`config.mk`:
```
export PLATFORM = sky130hd
export DESIGN_NAME = pipe_stage_reg_flat
export DESIGN_NICKNAME = d
export VERILOG_FILES = /design/src/rtl/pipe_stage_reg_pkg.sv /design/src/rtl/pipe_stage_reg_if.sv /design/src/rtl/pipe_stage_reg_stat_ctr.sv /design/src/rtl/pipe_stage_reg.sv /design/src/flat_wrapper.sv
export SDC_FILE = /design/constraint.sdc
export NUM_CORES = 1
export LEC_CHECK = 0
export ABC_AREA = 1
export BUFFER_PORTS_ARGS = -buffer_cell sky130_fd_sc_hd__buf_4
export CAP_MARGIN = 20
export CORE_AREA = 2 2 159 161
export CTS_CLUSTER_DIAMETER = 50
export DETAILED_ROUTE_END_ITERATION = 7
export DIE_AREA = 0 0 161 163
export PLACE_DENSITY = 0.58
export SLEW_MARGIN = 20
export SYNTH_ARGS = -nofsm -noshare
export SYNTH_HDL_FRONTEND = slang
export SYNTH_SLANG_ARGS = --single-unit
```
`constraint.sdc`:
```
create_clock -name clk -period 0.9 [get_ports clk]
set_input_delay 0.09 -clock clk [delete_from_list [all_inputs] [get_ports clk]]
set_output_delay 0.09 -clock clk [all_outputs]
set_load 0.05 [all_outputs]
```
`src/rtl/pipe_stage_reg_pkg.sv`:
```
// Shared definitions for the generic inter-stage pipeline register.
// Optional statistics counters are enabled with the PIPE_STAGE_STATS_EN macro.
package pipe_stage_reg_pkg;

    localparam int unsigned INSTR_W      = 32;
    localparam int unsigned PC_W         = 32;
    localparam int unsigned EXC_W        = 5;
    localparam int unsigned CNT_W        = 32;
    localparam int unsigned TNEW_W_DEF   = 4;
    localparam int unsigned DATA_W_DEF   = 128;

    localparam logic [EXC_W-1:0] EXC_NONE     = 5'd0;
    localparam logic [PC_W-1:0]  FLUSH_PC_DEF = 32'h0000_3000;

    // Payload field offsets inside data_i, shared so every stage packs identically
    localparam int unsigned PL_FIELD_W  = 32;
    localparam int unsigned PL_PC4_LSB  = 0;
    localparam int unsigned PL_ALU_LSB  = 32;
    localparam int unsigned PL_MD_LSB   = 64;
    localparam int unsigned PL_MEM_LSB  = 96;

    // Default payload layout; mem carries load data or CP0 read data
    typedef struct packed {
        logic [PL_FIELD_W-1:0] mem;
        logic [PL_FIELD_W-1:0] md;
        logic [PL_FIELD_W-1:0] alu;
        logic [PL_FIELD_W-1:0] pc4;
    } payload_t;

    // Action selected for the stage on a given edge, highest priority first
    typedef enum logic [2:0] {
        ACT_RESET = 3'd0,
        ACT_REQ   = 3'd1,
        ACT_FLUSH = 3'd2,
        ACT_HOLD  = 3'd3,
        ACT_LOAD  = 3'd4
    } stage_act_e;

    function automatic payload_t pack_payload(
        input logic [PL_FIELD_W-1:0] pc4,
        input logic [PL_FIELD_W-1:0] alu,
        input logic [PL_FIELD_W-1:0] md,
        input logic [PL_FIELD_W-1:0] mem
    );
        payload_t p;
        p.pc4 = pc4;
        p.alu = alu;
        p.md  = md;
        p.mem = mem;
        return p;
    endfunction

endpackage

```
`src/rtl/pipe_stage_reg_if.sv`:
```
// Upstream-in / downstream-out signal bundle of one pipeline stage register.
// master drives the _i side and observes _o; slave is the register itself.
interface pipe_stage_reg_if
    import pipe_stage_reg_pkg::*;
#(
    parameter int unsigned DATA_W = DATA_W_DEF,
    parameter int unsigned TNEW_W = TNEW_W_DEF
) ();

    logic                valid_i;
    logic [INSTR_W-1:0]  instr_i;
    logic [PC_W-1:0]     pc_i;
    logic                bd_i;
    logic [EXC_W-1:0]    exc_i;
    logic [TNEW_W-1:0]   tnew_i;
    logic [DATA_W-1:0]   data_i;

    logic                valid_o;
    logic [INSTR_W-1:0]  instr_o;
    logic [PC_W-1:0]     pc_o;
    logic                bd_o;
    logic [EXC_W-1:0]    exc_o;
    logic [TNEW_W-1:0]   tnew_o;
    logic [DATA_W-1:0]   data_o;

    modport master (
        output valid_i, instr_i, pc_i, bd_i, exc_i, tnew_i, data_i,
        input  valid_o, instr_o, pc_o, bd_o, exc_o, tnew_o, data_o
    );

    modport slave (
        input  valid_i, instr_i, pc_i, bd_i, exc_i, tnew_i, data_i,
        output valid_o, instr_o, pc_o, bd_o, exc_o, tnew_o, data_o
    );

endinterface

```
`src/rtl/pipe_stage_reg_stat_ctr.sv`:
```
// 32-bit event counter with enable and synchronous active-low clear; wraps at 2^32.
module pipe_stat_ctr
    import pipe_stage_reg_pkg::*;
(
    input  logic             clk,
    input  logic             reset,
    input  logic             en_i,
    output logic [CNT_W-1:0] cnt_o
);

    logic [CNT_W-1:0] cnt_q;
    logic [CNT_W-1:0] cnt_d;

    always_comb begin
        cnt_d = cnt_q;
        if (en_i) begin
            cnt_d = cnt_q + CNT_W'(1);
        end
    end

    always_ff @(posedge clk) begin
        if (!reset) begin
            cnt_q <= '0;
        end else begin
            cnt_q <= cnt_d;
        end
    end

    assign cnt_o = cnt_q;

endmodule

```
`src/rtl/pipe_stage_reg.sv`:
```
// Generic inter-stage pipeline register with hold, bubble, exception flush and Tnew countdown.
// Define PIPE_STAGE_STATS_EN to add stall/bubble event counters.
module pipe_stage_reg
    import pipe_stage_reg_pkg::*;
#(
    parameter int unsigned    DATA_W   = DATA_W_DEF,
    parameter int unsigned    TNEW_W   = TNEW_W_DEF,
    parameter int unsigned    TNEW_DEC = 1,
    parameter logic [PC_W-1:0] FLUSH_PC = FLUSH_PC_DEF
) (
    input  logic clk,
    input  logic reset,
    input  logic req,
    input  logic stall,
    input  logic flush,
    pipe_stage_reg_if.slave bus
`ifdef PIPE_STAGE_STATS_EN
    ,
    output logic [CNT_W-1:0] stall_cnt_o,
    output logic [CNT_W-1:0] bubble_cnt_o
`endif
);

    localparam logic [TNEW_W-1:0] DEC = TNEW_W'(TNEW_DEC);

    stage_act_e act_c;

    logic               valid_q, valid_d;
    logic [INSTR_W-1:0] instr_q, instr_d;
    logic [PC_W-1:0]    pc_q,    pc_d;
    logic               bd_q,    bd_d;
    logic [EXC_W-1:0]   exc_q,   exc_d;
    logic [TNEW_W-1:0]  tnew_q,  tnew_d;
    logic [DATA_W-1:0]  data_q,  data_d;
    logic [TNEW_W-1:0]  tnew_load_c;

    // Resolve the control inputs into a single action by priority
    always_comb begin
        act_c = ACT_LOAD;
        if (!reset) begin
            act_c = ACT_RESET;
        end else if (req) begin
            act_c = ACT_REQ;
        end else if (flush) begin
            act_c = ACT_FLUSH;
        end else if (stall) begin
            act_c = ACT_HOLD;
        end
    end

    // Saturating countdown; a bubble never advertises a pending producer
    always_comb begin
        tnew_load_c = '0;
        if (bus.valid_i && (bus.tnew_i > DEC)) begin
            tnew_load_c = bus.tnew_i - DEC;
        end
    end

    always_comb begin
        valid_d = valid_q;
        instr_d = instr_q;
        pc_d    = pc_q;
        bd_d    = bd_q;
        exc_d   = exc_q;
        tnew_d  = tnew_q;
        data_d  = data_q;
        unique case (act_c)
            ACT_RESET, ACT_REQ: begin
                valid_d = 1'b0;
                instr_d = '0;
                pc_d    = FLUSH_PC;
                bd_d    = 1'b0;
                exc_d   = EXC_NONE;
                tnew_d  = '0;
                data_d  = '0;
            end
            // Bubble keeps pc/bd so CP0 still sees the right EPC and BD
            ACT_FLUSH: begin
                valid_d = 1'b0;
                instr_d = '0;
                pc_d    = bus.pc_i;
                bd_d    = bus.bd_i;
                exc_d   = EXC_NONE;
                tnew_d  = '0;
                data_d  = '0;
            end
            ACT_HOLD: begin
            end
            ACT_LOAD: begin
                valid_d = bus.valid_i;
                instr_d = bus.instr_i;
                pc_d    = bus.pc_i;
                bd_d    = bus.bd_i;
                exc_d   = bus.exc_i;
                tnew_d  = tnew_load_c;
                data_d  = bus.data_i;
            end
            default: begin
            end
        endcase
    end

    always_ff @(posedge clk) begin
        if (!reset) begin
            valid_q <= 1'b0;
            instr_q <= '0;
            pc_q    <= FLUSH_PC;
            bd_q    <= 1'b0;
            exc_q   <= EXC_NONE;
            tnew_q  <= '0;
            data_q  <= '0;
        end else begin
            valid_q <= valid_d;
            instr_q <= instr_d;
            pc_q    <= pc_d;
            bd_q    <= bd_d;
            exc_q   <= exc_d;
            tnew_q  <= tnew_d;
            data_q  <= data_d;
        end
    end

    assign bus.valid_o = valid_q;
    assign bus.instr_o = instr_q;
    assign bus.pc_o    = pc_q;
    assign bus.bd_o    = bd_q;
    assign bus.exc_o   = exc_q;
    assign bus.tnew_o  = tnew_q;
    assign bus.data_o  = data_q;

`ifdef PIPE_STAGE_STATS_EN
    logic stall_ev_c;
    logic bubble_ev_c;

    assign stall_ev_c  = (act_c == ACT_HOLD);
    assign bubble_ev_c = (act_c == ACT_REQ) || (act_c == ACT_FLUSH);

    pipe_stat_ctr u_stall_ctr (
        .clk   (clk),
        .reset (reset),
        .en_i  (stall_ev_c),
        .cnt_o (stall_cnt_o)
    );

    pipe_stat_ctr u_bubble_ctr (
        .clk   (clk),
        .reset (reset),
        .en_i  (bubble_ev_c),
        .cnt_o (bubble_cnt_o)
    );
`endif

endmodule

```
`src/flat_wrapper.sv`:
```
// flat-port wrapper written by rule: the top's interface ports become plain ports
module pipe_stage_reg_flat import pipe_stage_reg_pkg::*;
#(
    parameter int unsigned    DATA_W   = DATA_W_DEF,
    parameter int unsigned    TNEW_W   = TNEW_W_DEF,
    parameter int unsigned    TNEW_DEC = 1,
    parameter logic [PC_W-1:0] FLUSH_PC = FLUSH_PC_DEF
)
  (clk, reset, req, stall, flush, bus_valid_i, bus_instr_i, bus_pc_i, bus_bd_i, bus_exc_i, bus_tnew_i, bus_data_i, bus_valid_o, bus_instr_o, bus_pc_o, bus_bd_o, bus_exc_o, bus_tnew_o, bus_data_o);
  pipe_stage_reg_if #(.DATA_W(DATA_W), .TNEW_W(TNEW_W)) bus_i ();
  input  logic clk;
  input  logic reset;
  input  logic req;
  input  logic stall;
  input  logic flush;
  input wire logic [$bits(bus_i.valid_i)-1:0] bus_valid_i;
  input wire logic [$bits(bus_i.instr_i)-1:0] bus_instr_i;
  input wire logic [$bits(bus_i.pc_i)-1:0] bus_pc_i;
  input wire logic [$bits(bus_i.bd_i)-1:0] bus_bd_i;
  input wire logic [$bits(bus_i.exc_i)-1:0] bus_exc_i;
  input wire logic [$bits(bus_i.tnew_i)-1:0] bus_tnew_i;
  input wire logic [$bits(bus_i.data_i)-1:0] bus_data_i;
  output wire logic [$bits(bus_i.valid_o)-1:0] bus_valid_o;
  output wire logic [$bits(bus_i.instr_o)-1:0] bus_instr_o;
  output wire logic [$bits(bus_i.pc_o)-1:0] bus_pc_o;
  output wire logic [$bits(bus_i.bd_o)-1:0] bus_bd_o;
  output wire logic [$bits(bus_i.exc_o)-1:0] bus_exc_o;
  output wire logic [$bits(bus_i.tnew_o)-1:0] bus_tnew_o;
  output wire logic [$bits(bus_i.data_o)-1:0] bus_data_o;
  assign bus_i.valid_i = bus_valid_i;
  assign bus_i.instr_i = bus_instr_i;
  assign bus_i.pc_i = bus_pc_i;
  assign bus_i.bd_i = bus_bd_i;
  assign bus_i.exc_i = bus_exc_i;
  assign bus_i.tnew_i = bus_tnew_i;
  assign bus_i.data_i = bus_data_i;
  assign bus_valid_o = bus_i.valid_o;
  assign bus_instr_o = bus_i.instr_o;
  assign bus_pc_o = bus_i.pc_o;
  assign bus_bd_o = bus_i.bd_o;
  assign bus_exc_o = bus_i.exc_o;
  assign bus_tnew_o = bus_i.tnew_o;
  assign bus_data_o = bus_i.data_o;
  pipe_stage_reg #(.DATA_W(DATA_W), .TNEW_W(TNEW_W), .TNEW_DEC(TNEW_DEC), .FLUSH_PC(FLUSH_PC)) u_core (.clk(clk), .reset(reset), .req(req), .stall(stall), .flush(flush), .bus(bus_i));
endmodule
```
# [Word level (Yosys, flattened, before mapping)]
# Index checks and enable logic that the tools add are counted.
[totals] regBits=203 latchBits=0 ram_bits=0 romBits=0 input_bits=208 output_inout_bits=203 elab_cells=31 n_memories=0
[classes] n_addsub=1 mul=0 n_div=0 n_lt_le_gt_ge=1 eq_ne=3 n_shift=0 n_mux=12 bitwise=0 n_reduce_logical=7
[op_table] operator="128-bit one-hot mux with 2 select lines" count=1
[op_table] operator="32-bit one-hot mux with 2 select lines" count=2
[op_table] operator="3-bit 2-to-1 mux" count=4
[op_table] operator="5-bit one-hot mux with 2 select lines" count=1
[op_table] operator="4-bit one-hot mux with 2 select lines" count=1
[op_table] operator="4-bit by 1-bit > comparator with 1-bit output, second input constant" count=1
[op_table] operator="4-bit 2-to-1 mux" count=1
[op_table] operator="1-bit one-hot mux with 2 select lines" count=2
[op_table] operator="2-bit nonzero test" count=2
[op_table] operator="2-bit OR reduction" count=2
[op_table] operator="4-bit by 1-bit subtractor with 4-bit output, second input constant" count=1
[op_table] operator="3-bit by 1-bit equality test with 1-bit output, second input constant" count=1
[op_table] operator="3-bit by 2-bit equality test with 1-bit output, second input constant" count=1
[op_table] operator="3-bit equality test, second input constant" count=1
[op_table] operator="3-bit zero test" count=1
[op_table] operator="3-bit OR reduction" count=1
[op_table] operator="1-bit logical AND" count=1

# [Depth between registers and ports, before layout]
# Gate-level depths: netlist (run 1).
[logic_depth] word_depth=7 depth_mapped=8 ltp_nobuf=7

# [Worst setup path before layout (run 1)]
# No wires, ideal clock.
[synth_path] path_type="input to register" start="input port reset" end="register u_core.pc_q[18] (netlist: u_core.bus.pc_o[18])" arrival_time_ps=806 required_time_ps=840 path_slack_ps=34 cell_stages=6 path_buffers=2 path_cell_list="inv_1 -> nor2_1 -> buf_4 -> clkbuf_1 -> nand3_1 -> nand2_1"
[synth_via] elab_chain_cells=4 elab_cells_between_ends=9
[synth_lines] element="start: declaration" line_no="flat_wrapper.sv:12" text="input logic reset;"
[synth_lines] element="3-bit 2-to-1 mux" line_no="pipe_stage_reg.sv:40" text="if (!reset) begin"
[synth_lines] element="3-bit by 2-bit equality test with 1-bit output (tied with other cells)" line_no="pipe_stage_reg.sv:67" text="unique case (act_c)"
[synth_lines] element="2-bit OR reduction (no source line)"
[synth_lines] element="32-bit one-hot mux with 2 select lines or 2-bit nonzero test (tied branches)"
[synth_lines] element="end signal: assignment" line_no="pipe_stage_reg.sv:115" text="pc_q <= pc_d;"
[synth_lines] element="end: declaration" line_no="pipe_stage_reg.sv:30" text="logic [PC_W-1:0] pc_q, pc_d;"
# Parallel ways exist; a longest one is shown, timed or not.
# A chain may end at the register's enable or synchronous reset.

# [Worst setup path in the final report (run 1)]
[layout_path] start="register u_core.data_q[10] (netlist: u_core.bus.data_o[10])" end="output port bus_data_o[10]"
[layout_lines] element="start: declaration" line_no="pipe_stage_reg.sv:34" text="logic [DATA_W-1:0] data_q, data_d;"
[layout_lines] element="start signal: assignment" line_no="pipe_stage_reg.sv:119" text="data_q <= data_d;"
[layout_lines] element="end: declaration" line_no="flat_wrapper.sv:29" text="output wire logic [$bits(bus_i.data_o)-1:0] bus_data_o;"
# No word-level cell between the ends.

==> summary.txt, run 1 <==
Die
  – Die area: 26,200 µm²
  – Row count: 58
  – Core Region: 24,700 µm²
  – IO Pins: 411
  – Die H: 163 µm
  – Chip width: 161 µm
  – Starting Density: 28.6%

GRT
  – Vias in the first global route: 8,764
  – Initial antenna violation count: 0
  – Busiest grt layer: met2
  – First-pass GRT wire length: 46,400 µm
  – Largest net degree at the start of global routing: 43
  – Met3 usage: 6.29%
  – Global Route met1 Usage: 23.9%
  – Routing usage on met2: 39.9%
  – Gr ovfl total: 0
  – Total track usage: 21.9%

Critical path
  – Crit-path max FO: 2
  – Peak per-stage delay on the critical path: 0.37 ns
  – CP startpoint kind: register
  – Critical path type: register to output port
  – Worst path cell trace: buf_8
  – Crit path capture type: output port
  – Crit-path leading delay family: flip-flops
  – RR Endpoint: u_core.bus.data_o[89]
  – Crit path DAT: 1.06 ns
  – Worst path bufs/invs: 1
  – Launch point of the worst reg-to-reg path: u_core.bus.data_o[89]
  – Worst R2R Setup Slack: 0.10 ns
  – Worst Reg-to-Reg Cells: 4
  – Critical Path RT: 0.81 ns
  – CP max stage cell: dfxtp_4

Cells and area
  – Most frequent cells in the layout: nand2_1 (414), buf_4 (254), dlygate4sd3_1 (203)
  – Layout Area Growth over Synthesis: 121%
  – Area occupied by multi-input gates: 2640 µm²
  – Most common cell after layout, fill and taps aside: nand2_1
  – Fraction of layout cells with a size suffix above 1: 46.3%
  – Register Area: 4330 µm²
  – Nets: 1,753
  – Cell area after layout: 15,600 µm²
  – Antenna Cells: 0
  – Fillcell total: 1,878

CTS
  – Total clock sinks: 203
  – TritonCTS buffer count: 29
  – CTS tree: yes
  – Clock Pin Slew Worst Setup and Hold Paths: 0.06 ns
  – H-tree depth: 1
  – Root Driver: clkbuf_16
  – Buffers from clock root to sink, at most: 3
  – Clock latency at the later pin of the worst-skew pair: 0.52 ns

Synthesis
  – Post-synthesis instance area: 7060 µm²
  – YS warnings: 0
  – Synthesized flop and latch total: 203
  – Fraction of the yosys area taken by sequential cells: 57.6%
  – Post-synthesis average cell area: 7.80 µm²
  – Gate Count Post-Synth: 904
  – Syn_nets: 1,114
  – Number of library cell types mapped by synthesis: 11

Timing
  – Fin. Hold Viols: 0
  – Worst-Margin Slew: 0.247 ns
  – RSZ-0062 raised after global routing: true
  – Endpoints failing setup: 203
  – Worst Slack Setup Final: -0.251 ns
  – Part of the cycle the worst path needs: 128%
  – Clk_skew: 0 ns
  – Max Clk Rate: 868 MHz
  – Slew HR: 83.6%
  – Tmin final: 1.15 ns
  – Pins Over Slew Limit: 0
  – Hold WS: 0.0362 ns

Routing
  – Routed WL per cell: 16.2 µm
  – Pre-Repair DR Iteration Count: 6
  – Drt total wl: 30,700 µm
  – DR DRC count: 0
  – Drt initial violations: 460
  – Vias per cell: 4.55
  – Vias: 8,601
  – Final ANT Viol Nets: 0

Pwr
  – Lkg Pwr: 7.59 nW
  – PwrDens: 1560 nW/µm²
  – Worst vdd ir: 1.39 mV

Outcome
  – Outcome: finished, violations left
  – Failing checks: setup timing

Place
  – Post-DP Area: 10,700 µm²
  – Final RePlAce weighted congestion: 0.822
  – Port Buffers: 410
  – DP Worst Slack: -0.294 ns
  – Detailed Place HPWL: 18,200 µm

Min path
  – Worst min path class: input pin to register
  – Hold path endpoint: u_core.bus.tnew_o[1]
  – Hold Crit Depth: 6
  – Worst hold start: bus_tnew_i[0]

Run
  – Max-Cap Viols: 0
==> worst max path at each step <==
stage / startpoint / to / slack, ns / depth (start not counted)
detailed placement: flush / u_core.bus.data_o[22] / -0.29 / 7
finish: u_core.bus.data_o[10] / bus_data_o[10] / -0.25 / 1
global route: u_core.bus.data_o[19] / bus_data_o[19] / -0.29 / 1
global placement: flush / u_core.bus.data_o[115] / -0.28 / 7
floorplan: reset / u_core.bus.pc_o[18] / 0.03 / 6
CTS: u_core.bus.data_o[58] / bus_data_o[58] / -0.27 / 1
==> Yosys cell counts <==
library cell	count	area share [%]
clkbuf_1	8	0.43
nand3_1	199	14
ha_1	2	0.35
inv_2	1	0.053
dfxtp_1	203	58
xor2_1	1	0.12
buf_2	50	3.5
buf_4	7	0.74
nand2_1	414	22
nor2_1	10	0.53
inv_1	9	0.48
==> report_power, final <==
part / total, mW / internal (mW) / switching, mW
logic: 3.68 / 1.97 / 1.71
clock network: 11.2 / 7.01 / 4.22
registers: 9.40 / 9.22 / 0.185
==> through the flow <==
stage	TNS, ns	std cells	total power [mW]	util [%]
6_report	-42.44	1891	24.3	63.1
5_1_grt	-50.71	1891	25.2	63.1
4_1_cts	-47.71	1881	24.5	62.5
3_5_place_dp	-54.05	1624	12.1	43.5
3_3_place_gp	-51.25	1624	12.1	43.5
2_1_floorplan	0	904	10.7	-
==> repair_timing <==
item,CTS,global route
buffers inserted,5,10
setup endpoints to repair,203,203
hold buffers,203,0
hold endpoints to repair,203,0
gates resized for setup,583,18
==> registers in the layout (all words and copies together), names as in the netlist <==
register            count
u_core.bus.data_o     128
u_core.bus.valid_o      1
u_core.bus.exc_o        5
u_core.bus.tnew_o       4
u_core.bus.pc_o        32
u_core.bus.bd_o         1
u_core.bus.instr_o     32
==> cell type report <==
cell class	instances	share of cell area, %
multi-input cells	626	16.9
clock inverters	14	1.11
flip-flops and latches	203	27.8
repair buffers	673	46.2
inverters	10	0.273
clock buffers	35	5.00
well taps	330	2.65
==> cell families after synthesis <==
kind of cell | count (synthesis) | synth area share, %
simple gates | 623 | 36.7
xor+xnor | 1 | 0.124
buf+inv | 75 | 5.25
flops | 203 | 57.6
fa+ha+maj | 2 | 0.355
==> per-layer routing <==
layer / wire (µm) / vias to the layer above
li1: - / 4148
met5: 0 / -
met1: 11400 / 4010
met4: 1210 / 0
met3: 2300 / 87
met2: 15800 / 356
(Power assumes the default switching activity.)
==> run 2: changes to the inputs <==
SYNTH_HIERARCHICAL = 1   (was unset)
==> run 2 against run 1 <==
Effect of this change:
- synthesized area down 0.20%
- fmax up 1.6%
- wire length down 4.9%
- worst hold slack worse by 0.11 ns
- the run ends with hold timing, setup timing left
- critical path depth unchanged
- critical endpoint is now bus_data_o[127]
- combinational power down 1%
- cell count up 0.16%
- critical path type unchanged
- largest power group unchanged
- die area unchanged
- count of clock-buffer cells in the layout unchanged
- non-clock buffer count up 4
==> summary.txt, run 2 <==
Critical path
  – Critical path type: register to output port
  – Peak per-stage delay on the critical path: 0.37 ns (about the same)
  – Worst path bufs/invs: 1 (unchanged)
  – Worst Reg-to-Reg Cells: 3 (-1)
  – Critical Path RT: 0.81 ns (about the same)
  – Crit-path leading delay family: flip-flops
  – RR Endpoint: u_core/bus.data_o[68]
  – CP max stage cell: dfxtp_2
  – CP startpoint kind: register
  – Crit-path max FO: 2 (unchanged)
  – Launch point of the worst reg-to-reg path: u_core/bus.data_o[68]
  – Worst path cell trace: buf_8
  – Crit path DAT: 1.04 ns (-0.02 ns)
  – Crit path capture type: output port
  – Worst R2R Setup Slack: 0.18 ns (+0.08 ns)

Routing
  – Highest Signal Layer: met4
  – Routed wl met2: 14,700 µm (-6.9%)
  – Met3 wire length: 1930 µm (-16%)
  – Pre-Repair DR Iteration Count: 5 (-1)
  – DR DRC count: 0 (unchanged)
  – Final ANT Viol Nets: 0 (unchanged)
  – Routed WL per cell: 15.4 µm (-5.1%)
  – Vias per cell: 4.48 (-1.6%)
  – Vias: 8,479 (-1.4%)
  – Drt initial violations: 454 (-1.3%)
  – Wire length on met1: 11,200 µm (-2.1%)
  – Drt total wl: 29,200 µm (-4.9%)

Cells and area
  – Most common cell after layout, fill and taps aside: nand2_1
  – Layout Area Growth over Synthesis: 120%
  – Fillcell total: 1,881 (+0.16%)
  – Area occupied by multi-input gates: 2600 µm² (-1.5%)
  – Fraction of layout cells with a size suffix above 1: 46.3% (+0.069 points)
  – Nets: 1,754 (+0.057%)
  – Register Area: 4330 µm² (-0.12%)
  – Most frequent cells in the layout: nand2_1 (445), buf_4 (259), dlygate4sd3_1 (203)
  – Max reg flops: 128 (unchanged)

Synthesis
  – Gate Count Post-Synth: 900 (-0.44%)
  – Synthesized flop and latch total: 203 (unchanged)
  – Post-synthesis average cell area: 7.82 µm² (+0.25%)
  – Async set-or-reset flop fraction in the synthesized netlist: 0% (unchanged)
  – Post-synthesis mux area share: 0% (unchanged)
  – Synth area leaders: dfxtp_1 (58%), nand2_1 (24%), nand3_1 (12%)
  – EDFF count, synth: 0 (unchanged)
  – Synth Area in Simple Gates: 36.3% (-0.37 points)
  – Cell taking the most area after synthesis: dfxtp_1
  – Syn_nets: 1,110 (-0.36%)
  – Post-synthesis instance area: 7040 µm² (-0.20%)
  – Synth Area in Compound Gates: 0% (unchanged)
  – YS warnings: 6 (+6)
  – Top_reg_cell synth: dfxtp_1
  – Area fraction of the dominant cell type after synthesis: 57.7% (+0.11 points)
  – Count leader, synth: nand2_1
  – Synth Area in XOR/XNOR: 0.124% (+0.00024 points)
  – Adder-Cell Fraction of Synth Area: 0.355% (+0.00069 points)
  – Most instantiated cells after synthesis: nand2_1 (445), dfxtp_1 (203), nand3_1 (168)
  – Number of library cell types mapped by synthesis: 12 (+1)
  – Largest family of logic cells by synthesized area: simple AND/OR/NAND/NOR gates
  – Fraction of the yosys area taken by sequential cells: 57.7% (+0.11 points)

Pwr
  – P_int: 17.6 mW (-3.0%)
  – PwrDens: 1520 nW/µm² (-2.8%)
  – Worst vdd ir: 1.03 mV (-26%)
  – Total power draw: 23.5 mW (-3.3%)
  – Clock share of power: 44.5% (-1.7 points)
  – Lkg Pwr: 7.59 nW (about the same)
  – Seq pwr share: 40.0% (+1.3 points)
  – Switching Fraction: 24.9% (-0.23 points)
  – Power share of the combinational group: 15.5% (+0.4 points)
  – NetSw: 5.86 mW (-4.2%)

Min path
  – Hold Crit Depth: 4 (-2)
  – Hold path endpoint: u_core/bus.valid_o
  – Worst hold start: stall
  – Worst min path class: input pin to register

Timing
  – Pins Over Slew Limit: 0 (unchanged)
  – Worst-Margin Slew: 0.255 ns (+0.00820 ns)
  – RSZ-0062 raised after global routing: true
  – Clk_skew: 0 ns (unchanged)
  – Tmin final: 1.13 ns (-0.0183 ns)
  – Fin. Hold Viols: 1 (+1)
  – Part of the cycle the worst path needs: 126% (-2.0 points)
  – Endpoints failing setup: 203 (unchanged)
  – Worst Slack Setup Final: -0.233 ns (+0.0183 ns)
  – Slew HR: 82.9% (-0.61 points)
  – Max Clk Rate: 883 MHz (+1.6%)
  – Hold WS: -0.0772 ns (-0.113 ns)

CTS
  – Clock Pin Slew Worst Setup and Hold Paths: 0.06 ns (about the same)
  – Total clock sinks: 203 (unchanged)
  – Root Driver: clkbuf_16
  – Buffers from clock root to sink, at most: 3 (unchanged)
  – CTS tree: yes
  – H-tree depth: 1 (unchanged)
  – Cts hold-fix bufs: 203 (unchanged)
  – TritonCTS buffer count: 26 (-10%)
  – Clock latency at the later pin of the worst-skew pair: 0.52 ns (about the same)

GRT
  – First-pass GRT wire length: 44,300 µm (-4.4%)
  – Initial antenna violation count: 0 (unchanged)
  – Gr ovfl total: 0 (unchanged)
  – Total track usage: 20.9% (-1.0 points)
  – Vias in the first global route: 8,594 (-1.9%)
  – Largest net degree at the start of global routing: 48 (+12%)

Die
  – Core Region: 24,700 µm² (unchanged)
  – Row count: 58 (unchanged)
  – Die area: 26,200 µm² (unchanged)
  – Starting Density: 28.5% (-0.056 points)
  – Die H: 163 µm (unchanged)
  – IO Pins: 411 (unchanged)
  – Chip width: 161 µm (unchanged)

Place
  – Final RePlAce weighted congestion: 0.821 (about the same)
  – Detailed Place HPWL: 18,200 µm (-0.14%)
  – Port Buffers: 410 (unchanged)

Outcome
  – Outcome: finished, violations left
  – Failing checks: hold timing, setup timing

Run
  – Max-Cap Viols: 0 (unchanged)
## run 2: worst min-delay path, stage by stage
cell and delay (ns):
buf_4 0.10, nor2_4 0.06, nand3_1 0.10, nand2_1 0.05
## run 2: area by class of cell
class / count / area share (%)
Clock inverter: 12 / 0.791
Timing Repair Buffer: 677 / 46.7
Antenna cell: 1 / 0.0162
Tap cell: 330 / 2.66
Inverter: 10 / 0.275
Sequential cell: 203 / 27.9
Clock buffer: 35 / 4.88
Multi-Input combinational cell: 626 / 16.8
## run 2: kinds of logic (layout without fill, tap and decap cells)
family | Yosys count | after routing
XOR/XNOR | 1 | 1
adder cells (fa/ha/maj) | 2 | 2
buffers and inverters | 71 | 734
flip-flops | 203 | 203
other | 0 | 1
AND/OR/NAND/NOR | 623 | 623
## run 2: worst max path at each step
stage / from / end / depth (start not counted)
final: u_core/bus.data_o[127] / bus_data_o[127] / 1
after global routing: u_core/bus.data_o[127] / bus_data_o[127] / 1
after CTS: u_core/bus.tnew_o[3] / bus_tnew_o[3] / 1
after detailed placement: flush / u_core/bus.data_o[53] / 7
after global placement: flush / u_core/bus.pc_o[13] / 7
after floorplan: reset / u_core/bus.pc_o[11] / 8
## run 2: metrics by stage
| stage | setup TNS (ns) | area (µm²) | setup slack [ns] | cells | utilization [%] |
|---|---|---|---|---|---|
| floorplan | 0 | 7040 | 0.0317 | 900 | - |
| global placement | -43.38 | 10700 | -0.253 | 1632 | 43.5 |
| detailed placement | -44.70 | 10700 | -0.268 | 1632 | 43.5 |
| CTS | -44.53 | 15300 | -0.259 | 1884 | 62.2 |
| global route | -46.48 | 15500 | -0.258 | 1893 | 62.8 |
| finish | -39.91 | 15500 | -0.233 | 1894 | 62.8 |
## run 2: per-layer routing
| metal | global-route usage, % | vias up |
|---|---|---|
| met5 | 0 | - |
| met2 | 37.1 | 354 |
| met1 | 23.7 | 3901 |
| met4 | 10.2 | 0 |
| met3 | 4.63 | 98 |
| li1 | - | 4126 |
## run 2: what timing repair did
action	in CTS	in global routing
gates resized for setup	581	23
buffers inserted	2	9
endpoints found under the setup margin	203	203
endpoints found under the hold margin	203	1
## run 2: power groups by stage
stage	Combinational (mW)	Sequential, mW	Clock, mW
2_1_floorplan	0.507	10.2	0
3_3_place_gp	2.55	9.49	0
3_5_place_dp	2.56	9.49	0
4_1_cts	3.55	9.39	10.7
5_1_grt	3.83	9.42	11.1
6_report	3.63	9.40	10.5
==> run 3: changes to the inputs <==
ABC_AREA = 0   (was 1)
CELL_PAD_IN_SITES_DETAIL_PLACEMENT = 0   (was unset)
CELL_PAD_IN_SITES_GLOBAL_PLACEMENT = 2   (was unset)
CORE_AREA = unset   (was 2 2 159 161)
CORE_ASPECT_RATIO = 0.75   (was unset)
CORE_MARGIN = 2   (was unset)
CORE_UTILIZATION = 22   (was unset)
DIE_AREA = unset   (was 0 0 161 163)
PLACE_DENSITY = 0.74   (was 0.58)
==> run 3 against run 2 <==
Effect of this change:
- the run ends with setup timing left
- final area down 2.5%
- fmax up 0.74%
- worst hold slack better by 0.11 ns
- critical path type unchanged
- largest power group unchanged
==> summary.txt, run 3 <==
Synthesis
  – YS warnings: 6 (unchanged)
  – Gate Count Post-Synth: 472 (-48%)
  – Post-synthesis instance area: 6300 µm² (-10%)
  – Synth area leaders: dfxtp_1 (64%), a22o_1 (27%), buf_6 (3.2%)
  – Post-synthesis mux area share: 0% (unchanged)
  – Largest family of logic cells by synthesized area: compound AO/OA/AOI/OAI gates
  – Post-synthesis average cell area: 13.4 µm² (+71%)
  – Cell taking the most area after synthesis: dfxtp_1
  – Syn_nets: 682 (-39%)
  – Fraction of the yosys area taken by sequential cells: 64.5% (+6.8 points)
  – Area fraction of the dominant cell type after synthesis: 64.5% (+6.8 points)
  – Synth Area in Simple Gates: 1.23% (-35 points)
  – Number of library cell types mapped by synthesis: 19 (+7)
  – Most instantiated cells after synthesis: dfxtp_1 (203), a22o_1 (197), buf_2 (22)
  – Adder-Cell Fraction of Synth Area: 0.397% (+0.042 points)
  – Synthesized flop and latch total: 203 (unchanged)
  – Synth Area in XOR/XNOR: 0.278% (+0.15 points)
  – EDFF count, synth: 0 (unchanged)
  – Synth Area in Compound Gates: 28.1% (+28 points)
  – Async set-or-reset flop fraction in the synthesized netlist: 0% (unchanged)
  – Top_reg_cell synth: dfxtp_1
  – Count leader, synth: dfxtp_1

Routing
  – Pre-Repair DR Iteration Count: 4 (-1)
  – Drt initial violations: 204 (-55%)
  – Routed WL per cell: 18.5 µm (+20%)
  – Drt total wl: 28,800 µm (-1.5%)
  – DR DRC count: 0 (unchanged)
  – Final ANT Viol Nets: 0 (unchanged)
  – Vias: 6,797 (-20%)
  – Vias per cell: 4.37 (-2.5%)

Place
  – Port Buffers: 410 (unchanged)
  – Final RePlAce weighted congestion: 0.747 (-9.1%)
  – Detailed Place HPWL: 17,100 µm (-6.0%)

Die
  – Row count: 53 (-8.6%)
  – Die H: 151 µm (-7.6%)
  – Starting Density: 22.4% (-6.1 points)
  – Chip width: 199 µm (+24%)
  – Core Region: 28,100 µm² (+14%)
  – IO Pins: 411 (unchanged)
  – Die area: 30,000 µm² (+14%)

GRT
  – Largest net degree at the start of global routing: 33 (-31%)
  – Initial antenna violation count: 2 (+2)
  – Total track usage: 17.6% (-3.3 points)
  – Gr ovfl total: 0 (unchanged)
  – First-pass GRT wire length: 41,500 µm (-6.3%)
  – Vias in the first global route: 7,243 (-16%)

Timing
  – Tmin final: 1.12 ns (-0.00837 ns)
  – Clk_skew: 0 ns (unchanged)
  – Part of the cycle the worst path needs: 125% (-0.93 points)
  – Worst Slack Setup Final: -0.225 ns (+0.00837 ns)
  – Fin. Hold Viols: 0 (-1)
  – Max Clk Rate: 889 MHz (+0.74%)
  – Endpoints failing setup: 203 (unchanged)
  – RSZ-0062 raised after global routing: true
  – Slew HR: 80.4% (-2.6 points)
  – Hold WS: 0.0304 ns (+0.108 ns)
  – Pins Over Slew Limit: 0 (unchanged)
  – Worst-Margin Slew: 0.294 ns (+0.0387 ns)
  – Setup TNS: -40.27 ns (-0.361 ns)

CTS
  – CTS tree: yes
  – Buffers from clock root to sink, at most: 3 (unchanged)
  – H-tree depth: 1 (unchanged)
  – TritonCTS buffer count: 26 (unchanged)
  – Root Driver: clkbuf_16
  – Total clock sinks: 203 (unchanged)
  – Clock latency at the later pin of the worst-skew pair: 0.51 ns (about the same)
  – Clock Pin Slew Worst Setup and Hold Paths: 0.06 ns (about the same)

Critical path
  – CP startpoint kind: register
  – Critical Path RT: 0.81 ns (about the same)
  – Crit-path max FO: 2 (unchanged)
  – Crit path capture type: output port
  – Crit path DAT: 1.03 ns (about the same)
  – RR Endpoint: u_core/bus.instr_o[10]
  – Peak per-stage delay on the critical path: 0.36 ns (about the same)
  – Crit-path leading delay family: flip-flops
  – Launch point of the worst reg-to-reg path: u_core/bus.instr_o[10]
  – Worst path cell trace: buf_12
  – Worst R2R Setup Slack: 0.03 ns (-0.15 ns)
  – Worst path bufs/invs: 1 (unchanged)
  – Critical path type: register to output port
  – CP max stage cell: dfxtp_2
  – Worst Reg-to-Reg Cells: 3 (unchanged)

Cells and area
  – Fillcell total: 2,267 (+21%)
  – Layout Area Growth over Synthesis: 140%
  – Area occupied by multi-input gates: 1920 µm² (-26%)
  – Nets: 1,361 (-22%)
  – Most frequent cells in the layout: buf_4 (271), dlygate4sd3_1 (205), dfxtp_2 (201)
  – Fraction of layout cells with a size suffix above 1: 63.2% (+17 points)
  – Register Area: 4320 µm² (-0.12%)
  – Most common cell after layout, fill and taps aside: buf_4
  – Max reg flops: 128 (unchanged)

Min path
  – Worst hold start: bus_tnew_i[2]
  – Worst min path class: input pin to register
  – Hold path endpoint: u_core/bus.tnew_o[3]
  – Hold Crit Depth: 5 (+1)

Outcome
  – Failing checks: setup timing
  – Outcome: finished, violations left

Pwr
  – PwrDens: 1560 nW/µm² (+2.9%)
  – Worst vdd ir: 1.12 mV (+9.0%)
  – Lkg Pwr: 6.71 nW (-12%)

Run
  – Max-Cap Viols: 0 (unchanged)
## run 3: cell count changes after synthesis, sizes merged, moves of 4 or more
cell	delta
nand2	-441
inv	-5
nand3	-168
nor2	-9
buf	-16
o21ai	+4
a22o	+197
## run 3: stage by stage
stage / setup slack (ns) / std cells / instance area, µm² / total power [mW] / utilization (%)
3_3_place_gp: -0.302 / 1264 / 10100 / 11.8 / 35.8
5_1_grt: -0.268 / 1557 / 15100 / 24.4 / 53.7
4_1_cts: -0.255 / 1533 / 14800 / 23.7 / 52.7
6_report: -0.225 / 1557 / 15100 / 23.6 / 53.7
3_5_place_dp: -0.329 / 1264 / 10100 / 11.8 / 35.8
2_1_floorplan: -0.100 / 472 / 6340 / 10.5 / -
## run 3: worst max path at each step
| stage | endpoint | slack, ns | depth (start not counted) | startpoint |
|---|---|---|---|---|
| finish | bus_data_o[58] | -0.22 | 1 | u_core/bus.data_o[58] |
| global route | bus_pc_o[5] | -0.27 | 1 | u_core/bus.pc_o[5] |
| CTS | bus_instr_o[16] | -0.25 | 1 | u_core/bus.instr_o[16] |
| detailed placement | u_core/bus.tnew_o[2] | -0.33 | 5 | stall |
| global placement | u_core/bus.tnew_o[3] | -0.30 | 5 | stall |
| floorplan | u_core/bus.data_o[100] | -0.10 | 5 | flush |
## run 3: kinds of logic (layout without fill, tap and decap cells)
| kind of cell | after synthesis | count (layout) |
|---|---|---|
| fa+ha+maj | 2 | 2 |
| simple gates | 11 | 11 |
| flops | 203 | 203 |
| buf+inv | 49 | 747 |
| xor+xnor | 2 | 2 |
| other cells | 0 | 2 |
| compound gates | 205 | 205 |
## run 3: power by group
part	switching, mW	internal (mW)
registers	0.194	9.23
logic	1.47	1.98
clock network	4.05	6.66
total	5.71	17.9
## run 3: area by class of cell
cell class | count | area share, %
diodes | 2 | 0.0331
clock buffers | 39 | 5.23
clock inverters | 8 | 0.712
inverters | 5 | 0.124
multi-input cells | 220 | 12.7
flip-flops and latches | 203 | 28.6
well taps | 385 | 3.19
repair buffers | 695 | 49.4
## run 3: timing repair
action                     CTS  global route
setup buffers               18            21
resized for setup          584            32
pin swaps                    0             2
hold buffers               204             1
hold endpoints to repair   203             4
setup endpoints to repair  203           207
## run 3: layer usage
metal / track usage, % / wire length [µm] / vias up
li1: - / - / 3174
met1: 20.1 / 11100 / 3253
met2: 31.9 / 14600 / 322
met3: 5.04 / 2350 / 48
met4: 5.19 / 716 / 0
met5: 0 / 0 / -
